### src/rtl/int_src_ctrl_pkg.sv
// Shared constants for the interrupt source controller: FSM encoding,
// CSR map and CSR port widths.
package int_src_ctrl_pkg;

  localparam int CSR_ADDR_W = 2;
  localparam int CSR_DATA_W = 32;

  typedef enum logic [1:0] {
    IDLE    = 2'd0,
    ASSERT  = 2'd1,
    SERVICE = 2'd2
  } state_t;

  localparam logic [CSR_ADDR_W-1:0] ADDR_PENDING = 2'd0;
  localparam logic [CSR_ADDR_W-1:0] ADDR_MASK    = 2'd1;
  localparam logic [CSR_ADDR_W-1:0] ADDR_CAUSE   = 2'd2;
  localparam logic [CSR_ADDR_W-1:0] ADDR_STATUS  = 2'd3;

  localparam int CAUSE_VALID_BIT = 31;

endpackage

### src/rtl/int_src_ctrl_if.sv
// Software register port of the interrupt source controller.
// Master is the CPU/bus side, slave is the controller.
interface int_src_ctrl_if;
  import int_src_ctrl_pkg::*;

  logic                  csr_we;
  logic [CSR_ADDR_W-1:0] csr_addr;
  logic [CSR_DATA_W-1:0] csr_wdata;
  logic [CSR_DATA_W-1:0] csr_rdata;

  modport master (output csr_we, csr_addr, csr_wdata, input  csr_rdata);
  modport slave  (input  csr_we, csr_addr, csr_wdata, output csr_rdata);

endinterface

### src/rtl/int_prio_enc.sv
// Lowest-index-wins priority encoder: id is the index of the lowest set
// bit of eligible, any flags that at least one bit is set.
module int_prio_enc #(
  parameter int N    = 8,
  parameter int ID_W = 3
) (
  input  logic [N-1:0]    eligible,
  output logic            any,
  output logic [ID_W-1:0] id
);

  always_comb begin
    // NOTE: every output gets a default before the loop; a path that leaves
    // a combinational output unassigned would infer a latch.
    any = |eligible;
    id  = '0;
    // Scan downward so the last hit, the lowest index, is the one kept.
    for (int i = N - 1; i >= 0; i--) begin
      if (eligible[i]) id = ID_W'(i);
    end
  end

endmodule

### src/rtl/int_src_ctrl.sv
// Interrupt source controller: latches rising device requests as pending,
// masks and prioritises them, pulses INT once per cause and waits for eret.
module int_src_ctrl
  import int_src_ctrl_pkg::*;
#(
  parameter int N_SRC = 8,
  parameter int ID_W  = 3
) (
  input  logic             clk,
  input  logic             reset,
  input  logic [N_SRC-1:0] irq_src,
  input  logic             eret,
  output logic             INT,
  output logic             busy,
  int_src_ctrl_if.slave    csr
);

  state_t            state;
  logic [N_SRC-1:0]  irq_d;
  logic [N_SRC-1:0]  pending;
  logic [N_SRC-1:0]  mask;
  logic [N_SRC-1:0]  rise;
  logic [N_SRC-1:0]  eligible;
  logic [N_SRC-1:0]  w1c;
  logic [N_SRC-1:0]  grant_clr;
  logic              win_any;
  logic [ID_W-1:0]   win_id;
  logic              grant;
  logic              cause_valid;
  logic [ID_W-1:0]   cause_id;
  logic              pend_wr;
  logic              mask_wr;
  logic              unused_wdata;

  assign rise      = irq_src & ~irq_d;
  assign eligible  = pending & mask;
  assign grant     = (state == IDLE) && win_any;
  assign pend_wr   = csr.csr_we && (csr.csr_addr == ADDR_PENDING);
  assign mask_wr   = csr.csr_we && (csr.csr_addr == ADDR_MASK);
  assign w1c       = pend_wr ? csr.csr_wdata[N_SRC-1:0] : '0;
  assign grant_clr = grant ? (N_SRC'(1) << win_id) : '0;

  // Upper write-data bits have no destination for narrow configurations.
  assign unused_wdata = ^csr.csr_wdata;

  int_prio_enc #(
    .N    (N_SRC),
    .ID_W (ID_W)
  ) u_prio (
    .eligible (eligible),
    .any      (win_any),
    .id       (win_id)
  );

  // Arbiter sees pre-write pending/mask; software clear and grant clear
  // merge, and a fresh rise on the same cycle always keeps its bit.
  always_ff @(posedge clk) begin
    // NOTE: sequential state uses non-blocking assignments so every register
    // samples the pre-edge values regardless of statement order.
    if (reset) begin
      irq_d   <= '0;
      pending <= '0;
      mask    <= '1;
    end else begin
      irq_d   <= irq_src;
      pending <= (pending & ~(w1c | grant_clr)) | rise;
      if (mask_wr) mask <= csr.csr_wdata[N_SRC-1:0];
    end
  end

  always_ff @(posedge clk) begin
    if (reset) begin
      state       <= IDLE;
      INT         <= 1'b0;
      busy        <= 1'b0;
      cause_valid <= 1'b0;
      cause_id    <= '0;
    end else begin
      unique case (state)
        IDLE: begin
          if (win_any) begin
            cause_id    <= win_id;
            cause_valid <= 1'b1;
            INT         <= 1'b1;
            busy        <= 1'b1;
            state       <= ASSERT;
          end
        end
        ASSERT: begin
          INT   <= 1'b0;
          state <= SERVICE;
        end
        SERVICE: begin
          if (eret) begin
            cause_valid <= 1'b0;
            busy        <= 1'b0;
            state       <= IDLE;
          end
        end
        default: begin
          INT   <= 1'b0;
          busy  <= 1'b0;
          state <= IDLE;
        end
      endcase
    end
  end

  always_comb begin
    csr.csr_rdata = '0;
    unique case (csr.csr_addr)
      ADDR_PENDING: csr.csr_rdata = CSR_DATA_W'(pending);
      ADDR_MASK:    csr.csr_rdata = CSR_DATA_W'(mask);
      ADDR_CAUSE: begin
        csr.csr_rdata[CAUSE_VALID_BIT] = cause_valid;
        csr.csr_rdata[ID_W-1:0]        = cause_id;
      end
      ADDR_STATUS:  csr.csr_rdata[1:0] = state;
      default:      csr.csr_rdata = '0;
    endcase
  end

endmodule

### src/flat_wrapper.sv
// flat-port wrapper written by rule: the top's interface ports become plain ports
module int_src_ctrl_flat import int_src_ctrl_pkg::*;
#(
  parameter int N_SRC = 8,
  parameter int ID_W  = 3
)
  (clk, reset, irq_src, eret, INT, busy, csr_csr_we, csr_csr_addr, csr_csr_wdata, csr_csr_rdata);
  int_src_ctrl_if csr_i ();
  input  logic clk;
  input  logic reset;
  input  logic [N_SRC-1:0] irq_src;
  input  logic eret;
  output logic INT;
  output logic busy;
  input wire logic [$bits(csr_i.csr_we)-1:0] csr_csr_we;
  input wire logic [$bits(csr_i.csr_addr)-1:0] csr_csr_addr;
  input wire logic [$bits(csr_i.csr_wdata)-1:0] csr_csr_wdata;
  output wire logic [$bits(csr_i.csr_rdata)-1:0] csr_csr_rdata;
  assign csr_i.csr_we = csr_csr_we;
  assign csr_i.csr_addr = csr_csr_addr;
  assign csr_i.csr_wdata = csr_csr_wdata;
  assign csr_csr_rdata = csr_i.csr_rdata;
  int_src_ctrl #(.N_SRC(N_SRC), .ID_W(ID_W)) u_core (.clk(clk), .reset(reset), .irq_src(irq_src), .eret(eret), .INT(INT), .busy(busy), .csr(csr_i));
endmodule
### config.mk
export PLATFORM = sky130hd
export DESIGN_NAME = int_src_ctrl_flat
export DESIGN_NICKNAME = d
export VERILOG_FILES = /design/src/rtl/int_src_ctrl_pkg.sv /design/src/rtl/int_src_ctrl_if.sv /design/src/rtl/int_prio_enc.sv /design/src/rtl/int_src_ctrl.sv /design/src/flat_wrapper.sv
export SDC_FILE = /design/constraint.sdc
export NUM_CORES = 1
export LEC_CHECK = 0
export ABC_AREA = 1
export CAP_MARGIN = 20
export CORE_AREA = 2 2 84 62
export CTS_BUF_LIST = sky130_fd_sc_hd__clkbuf_8
export CTS_CLUSTER_SIZE = 12
export DETAILED_ROUTE_END_ITERATION = 6
export DIE_AREA = 0 0 86 64
export GPL_TIMING_DRIVEN = 0
export PLACE_DENSITY = 0.76
export REMOVE_ABC_BUFFERS = 1
export SLEW_MARGIN = 5
export SYNTH_ARGS = -nofsm -noshare
export SYNTH_HDL_FRONTEND = slang
export SYNTH_SLANG_ARGS = --single-unit
### constraint.sdc
create_clock -name clk -period 1.2 [get_ports clk]
set_clock_uncertainty 0.1 [all_clocks]
set_input_delay 0.24 -clock clk [delete_from_list [all_inputs] [get_ports clk]]
set_output_delay 0.24 -clock clk [all_outputs]
set_load 0.03 [all_outputs]
==> flow_metrics.py, run 1 <==
metrics = {
    "worst_setup_path": {
        "critPathBufInv": 1,
        "timing.rr.start": "u_core.mask[7]",
        "path_common_cell": "nand2_1",
        "path_cells": "nand2_4 > buf_4 > nand3_2 > nand2_2 > nor2_4 > nand4_1 > nand2_1 > nand2_1",
        "slowest_stage": "dfxtp_4",
        "cp_data_required_time_ns": 1.28,
        "reg2regPathDepth": 8,
        "cp-start-kind": "register",
        "critPathKind": "register to register",
        "timing.rr.end": "u_core.pending[5]",
        "crit_path_end_kind": "register",
        "crit_arrival_ns": 1.48,
        "cp_max_fo": 4,
        "cp_top_family": "simple AND/OR/NAND/NOR gates",
        "r2r_slack_ns": -0.20,
        "max_stage_delay_ns": 0.37,
    },
    "cells_and_area": {
        "drive_above_1_share_pct": 43.6,
        "layout.nets": 343,
        "final_cells": 355,
        "fillers": 425,
        "syn_to_final_growth_pct": 49.9,
        "diodes": 0,
        "post-route-util_pct": 55.9,
    },
    "yosys": {
        "yosysUniqueCellTypes": 30,
        "post_synth.cell_area_avg_um2": 7.28,
        "ys_ff_latch": 32,
        "synth_area_um2": 1730,
        "syn_inst": 238,
        "seq_area_frac_synth_pct": 37.0,
        "yosys_warnings": 0,
    },
    "timing": {
        "fin_crit_sh_pct": 117,
        "max_freq_ghz": 0.713,
        "setup_ws_ns": -0.202,
        "period_minus_slack_ns": 1.40,
        "rsz0062_at_grt": "true",
        "setup_viol": 24,
        "slew_viol_final": 0,
        "finalHoldViolCount": 0,
    },
    "run_status": {
        "violations": "setup timing",
        "status": "finished with violations",
    },
    "worst_hold_path": {
        "whs_path_depth": 3,
        "hp-start": "u_core.irq_d[6]",
        "holdPathEnd": "u_core.pending[6]",
        "hp-class": "register to register",
    },
    "clock_tree": {
        "cts_tree": "yes",
        "cts_hold_buf": 0,
        "cts_buffer_depth": 2,
        "htree_levels": 2,
        "clockRootBuffer": "clkbuf_8",
        "cts_buffers": 5,
        "clk_pin_slew_ns": 0.07,
        "clock_latency_ns": 0.29,
        "clock-sinks": 32,
    },
    "placed_design": {
        "dp_cells": 322,
        "place_congestion": 0.868,
        "io_buffers": 32,
        "hpwlAfterDp_um": 2820,
    },
    "drt": {
        "avgViaCountPerCell": 4.63,
        "vias": 1644,
        "routed_wl_um": 4830,
        "first_iter_violations": 135,
        "drc": 0,
        "dr.pass1.iters": 4,
        "detail_route.wl_per_cell_um": 13.6,
        "drtAntennaViolNets": 0,
    },
    "floorplan": {
        "ios": 80,
        "core_area_um2": 4650,
        "die_h_um": 64,
        "dieArea_um2": 5500,
        "die_x_um": 86,
        "start_util_pct": 37.3,
        "placementRows": 21,
    },
    "global_routing": {
        "grt_pass1_vias": 1554,
        "grt_max_degree": 14,
        "grtUsageTotal_pct": 17.0,
        "antenna_found_initial": 0,
        "grt_first_pass_wirelength_um": 7240,
        "grt-ovfl-total": 0,
    },
    "pwr": {
        "max-vdd-ir-drop_v": 0.000695,
        "power.density_nw_per_um2": 1470,
        "leakagePower_nw": 1.23,
    },
    "job": {
        "drv_cap": 0,
    },
}
## Yosys cell counts (all sizes together)
master | instances | area share (%)
a22o | 5 | 2.6
nand4 | 8 | 2.9
clkbuf | 2 | 0.43
nand2 | 77 | 20
conb | 1 | 0.22
nor3 | 2 | 0.58
nor2 | 15 | 5.2
clkinv | 1 | 0.29
a21oi | 4 | 1.8
o21ai | 4 | 1.4
dfxtp | 32 | 37
inv | 33 | 7.1
a21boi | 1 | 0.43
o31ai | 1 | 0.43
a211oi | 1 | 0.43
o211ai | 1 | 0.43
nor3b | 1 | 1.1
nand3 | 24 | 6.9
buf | 25 | 11
## stage by stage
stage	worst slack (ns)	area (µm²)	hold WS, ns	setup TNS, ns	power, mW
2_1_floorplan	-0.0767	1620	0.218	-0.355	1.96
3_3_place_gp	-1.59	2010	0.337	-35.59	2.25
3_5_place_dp	-1.64	2010	0.343	-37.33	2.27
4_1_cts	-0.171	2420	0.360	-2.03	3.62
5_1_grt	-0.269	2600	0.377	-4.12	4.02
6_report	-0.202	2600	0.353	-2.91	3.83
## registers in the layout, summed over array words and instances (netlist names)
name and count:
u_core.cause_id 3, u_core.pending 8, u_core.irq_d 8, u_core.INT 1
u_core.busy 1, u_core.cause_valid 1, u_core.mask 8, u_core.state 2
## per-layer routing
layer / GRT usage, % / share of wire (%) / vias up
li1: - / - / 828
met1: 22.8 / 43 / 745
met2: 26.7 / 47 / 60
met3: 5.04 / 8.0 / 11
met4: 4.17 / 1.7 / 0
met5: 0 / 0 / -
## worst max-delay path by stage
| stage | startpoint | to | depth (start not counted) |
|---|---|---|---|
| after detailed placement | csr_csr_addr[1] | csr_csr_rdata[2] | 5 |
| final | u_core.mask[7] | u_core.pending[5] | 8 |
| after global routing | u_core.mask[7] | u_core.pending[4] | 12 |
| after floorplan | csr_csr_addr[0] | csr_csr_rdata[2] | 3 |
| after global placement | csr_csr_addr[1] | csr_csr_rdata[2] | 5 |
| after CTS | u_core.cause_id[2] | csr_csr_rdata[2] | 3 |
## worst register-to-register path: stages, from the launching register on
cell and delay (ns):
dfxtp_4 0.37, nand2_4 0.07, buf_4 0.13, nand3_2 0.12, nand2_2 0.09, nor2_4 0.15
nand4_1 0.13, nand2_1 0.09, nand2_1 0.05
## timing repair
| item | in CTS | in global routing |
|---|---|---|
| gates cloned | 2 | 0 |
| setup endpoints to repair | 36 | 24 |
| pin swaps | 29 | 22 |
| gates resized for setup | 142 | 31 |
| setup buffers | 15 | 8 |
## power breakdown
group	switching, mW	internal [mW]	leakage, nW
sequential	0.112	1.22	0.269
combinational	0.807	0.565	0.899
clock	0.398	0.732	0.0645
total	1.32	2.51	1.23
## cell families after synthesis
logic type,share of synthesized area [%]
flops,37.0
simple gates,36.5
compound gates,7.51
other cells,0.216
buf+inv,18.8
## layout by cell type, fill, tap and decap left out, types with 2 or more instances in the layout
| master | count |
|---|---|
| nand2_2 | 15 |
| nand3_2 | 10 |
| conb_1 | 23 |
| inv_2 | 8 |
| clkbuf_8 | 7 |
| dfxtp_4 | 8 |
| clkdlybuf4s50_1 | 17 |
| buf_2 | 2 |
| inv_1 | 23 |
| buf_6 | 13 |
| nor2_1 | 8 |
| dfxtp_2 | 14 |
| nor3_1 | 2 |
| nand3_1 | 14 |
| nand2_1 | 52 |
| nor2_4 | 6 |
| a22o_1 | 4 |
| buf_12 | 4 |
| buf_4 | 17 |
| nand2_4 | 10 |
| a21oi_1 | 2 |
| nand4_1 | 8 |
| dfxtp_1 | 10 |
| clkinvlp_4 | 2 |
| o21ai_1 | 2 |
## layout make-up
cell class | count | area, µm² | share of cell area, %
multi-input cells | 168 | 1010 | 39.1
repair inverters | 1 | 7.51 | 0.289
inverters | 34 | 135 | 5.20
repair buffers | 55 | 554 | 21.3
flip-flops and latches | 32 | 688 | 26.5
clock inverters | 1 | 30.0 | 1.16
well taps | 57 | 71.3 | 2.75
clock buffers | 7 | 96.3 | 3.71
Note: power is estimated with default switching activity, not from simulation.
==> run 2: changes to the inputs <==
- ABC_AREA: 1 -> unset
- CORE_AREA: 2 2 84 62 -> 2 2 83 61
- DIE_AREA: 0 0 86 64 -> 0 0 85 63
- PLACE_DENSITY: 0.76 -> 0.77
==> run 2 against run 1 <==
The run still ends with setup timing left. Largest power group is now registers. Area after synthesis fell by 3.0%. Sequential cell count stayed put. Sequential power is 5% lower. Setup slack lost 0.22 ns.
==> flow_metrics.py, run 2 <==
metrics = {
    "run_status": {
        "status": "finished with violations",
        "violations": "setup timing",
    },
    "drt": {
        "dr.pass1.iters": 4,
        "routed_wl_um": 4270,
        "first_iter_violations": 97,
        "detail_route.wl_per_cell_um": 14.0,
        "drtAntennaViolNets": 0,
        "drc": 0,
        "avgViaCountPerCell": 4.89,
        "wl_met2_um": 1880,
        "dr.max_layer_used": "met4",
        "vias": 1496,
        "met3WireLength_um": 355,
        "wl_met1_um": 1950,
    },
    "worst_hold_path": {
        "whs_path_depth": 2,
        "holdPathEnd": "u_core.pending[5]",
        "hp-class": "register to register",
        "hp-start": "u_core.irq_d[5]",
    },
    "global_routing": {
        "antenna_found_initial": 0,
        "grt_first_pass_wirelength_um": 6260,
        "grt_pass1_vias": 1274,
        "grtUsageTotal_pct": 15.4,
        "grt_max_degree": 18,
        "grt-ovfl-total": 0,
    },
    "timing": {
        "finalHoldViolCount": 0,
        "slew_viol_final": 0,
        "fin_worst_hold_slack_ns": 0.358,
        "rsz0062_at_grt": "true",
        "setup_viol": 24,
        "period_minus_slack_ns": 1.62,
        "fin_crit_sh_pct": 135,
        "finalSetupTns_ns": -5.65,
        "max_freq_ghz": 0.615,
        "setup_ws_ns": -0.425,
    },
    "yosys": {
        "seq_area_frac_synth_pct": 38.1,
        "synth-main-ff-cell": "dfxtp_1",
        "synth_area_leaders": "dfxtp_1 38%, buf_4 11%, nand2_1 8.0%",
        "synthAdderAreaFrac_pct": 0,
        "synth_most_common_cell": "nand2_1",
        "synth_compound_gate_area_share_pct": 14.9,
        "synth_area_um2": 1680,
        "yosysUniqueCellTypes": 38,
        "synth_xor_area_share_pct": 0,
        "ys_top_cells_by_count": "36 x nand2_1, 32 x dfxtp_1, 24 x buf_4",
        "synth_edf_count": 0,
        "yosys_warnings": 0,
        "yosys.area_share.simple_pct": 26.4,
        "syn_inst": 195,
        "ys_ff_latch": 32,
        "synthMuxAreaShare_pct": 7.07,
        "synth_top_area_cell": "dfxtp_1",
        "post_synth.cell_area_avg_um2": 8.62,
        "synthArstFlopShare_pct": 0,
        "synth_top_family_by_area": "simple AND/OR/NAND/NOR gates",
        "synth_top_area_share_pct": 38.1,
    },
    "cells_and_area": {
        "drive_above_1_share_pct": 34.1,
        "layout.cells.most_common_list": "36 x nand2_1, 23 x conb_1, 21 x buf_4, 17 x clkdlybuf4s50_1, 14 x nand3_1",
        "diodes": 0,
        "final_common_cell": "nand2_1",
        "layout.nets": 294,
        "post-route-util_pct": 51.2,
        "syn_to_final_growth_pct": 40.2,
        "top_regs": "u_core.irq_d (8), u_core.mask (8), u_core.pending (8)",
    },
    "worst_setup_path": {
        "slowest_stage": "mux4_2",
        "critPathBufInv": 1,
        "r2r_slack_ns": -0.38,
        "cp_data_required_time_ns": 0.86,
        "path_cells": "mux4_2 > buf_6",
        "max_stage_delay_ns": 0.48,
        "crit_path_end_kind": "output port",
        "timing.rr.start": "u_core.state[1]",
        "cp_max_fo": 5,
        "crit_arrival_ns": 1.28,
        "critPathKind": "register to output port",
        "timing.rr.end": "u_core.pending[6]",
        "reg2regPathDepth": 6,
        "cp-start-kind": "register",
        "cp_top_family": "multiplexers",
    },
    "floorplan": {
        "die_x_um": 85,
        "ios": 80,
        "die_h_um": 63,
        "core_area_um2": 4600,
        "dieArea_um2": 5360,
        "start_util_pct": 36.5,
        "placementRows": 21,
    },
    "clock_tree": {
        "cts_buffers": 5,
        "htree_levels": 2,
        "clk_pin_slew_ns": 0.06,
        "clockRootBuffer": "clkbuf_8",
        "cts_tree": "yes",
        "clock_latency_ns": 0.29,
        "cts_buffer_depth": 2,
        "clock-sinks": 32,
    },
    "placed_design": {
        "hpwlAfterDp_um": 2600,
        "io_buffers": 32,
        "place_congestion": 0.894,
    },
    "job": {
        "drv_cap": 0,
    },
    "pwr": {
        "leakagePower_nw": 1.02,
        "max-vdd-ir-drop_v": 0.000584,
        "power.density_nw_per_um2": 1360,
    },
}
## run 2: worst max-delay path by stage
stage | start | endpoint | slack [ns] | cells past startpoint
after CTS | u_core.state[0] | csr_csr_rdata[0] | -0.44 | 2
final | u_core.state[0] | csr_csr_rdata[0] | -0.42 | 2
after global placement | csr_csr_addr[1] | csr_csr_rdata[0] | -1.50 | 3
after detailed placement | csr_csr_addr[1] | csr_csr_rdata[0] | -1.50 | 3
after floorplan | u_core.pending[2] | csr_csr_rdata[2] | -0.27 | 2
after global routing | u_core.state[0] | csr_csr_rdata[0] | -0.47 | 2
## run 2: tightest hold or removal path: stages, from the launching register on
cell and delay, ns:
dfxtp_1 0.29, inv_1 0.04, o2bb2ai_1 0.09
## run 2: per-stage QoR
stage	instances	power, mW	area [µm²]	setup slack, ns
after floorplan	189	1.81	1570	-0.272
after global placement	278	2.07	1960	-1.50
after detailed placement	278	2.08	1960	-1.50
after CTS	301	3.13	2260	-0.441
after global routing	306	3.38	2360	-0.467
final	306	3.21	2360	-0.425
## run 2: logic make-up after synthesis
| kind of cell | count (synthesis) |
|---|---|
| and+or+nand+nor | 88 |
| buffers and inverters | 35 |
| DFF | 32 |
| AOI/OAI and AO/OA | 30 |
| muxes | 9 |
| other | 1 |
## run 2: timing repair
action | CTS | global route
setup buffers | 15 | 6
pin swaps | 18 | 10
hold buffers | 0 | 0
resized for setup | 128 | 14
setup endpoints to repair | 43 | 24
## run 2: area by class of cell
class / count / area (µm²)
well taps: 57 / 71.3
fillers: 452 / 2240
repair buffers: 52 / 464
inverters: 7 / 31.3
flip-flops and latches: 32 / 687
clock buffers: 6 / 82.6
clock inverters: 2 / 7.51
multi-input cells: 150 / 1010
## run 2: where the power goes
part	leakage [nW]	switching (mW)	total (mW)	internal, mW
Combinational	0.697	0.610	1.11	0.499
Clock	0.0538	0.385	0.835	0.450
Sequential	0.268	0.0936	1.27	1.17
## run 2: metal layers
metal | up-vias | track usage, %
li1 | 742 | -
met5 | - | 0
met2 | 64 | 21.6
met3 | 10 | 4.36
met4 | 0 | 6.55
met1 | 680 | 21.9
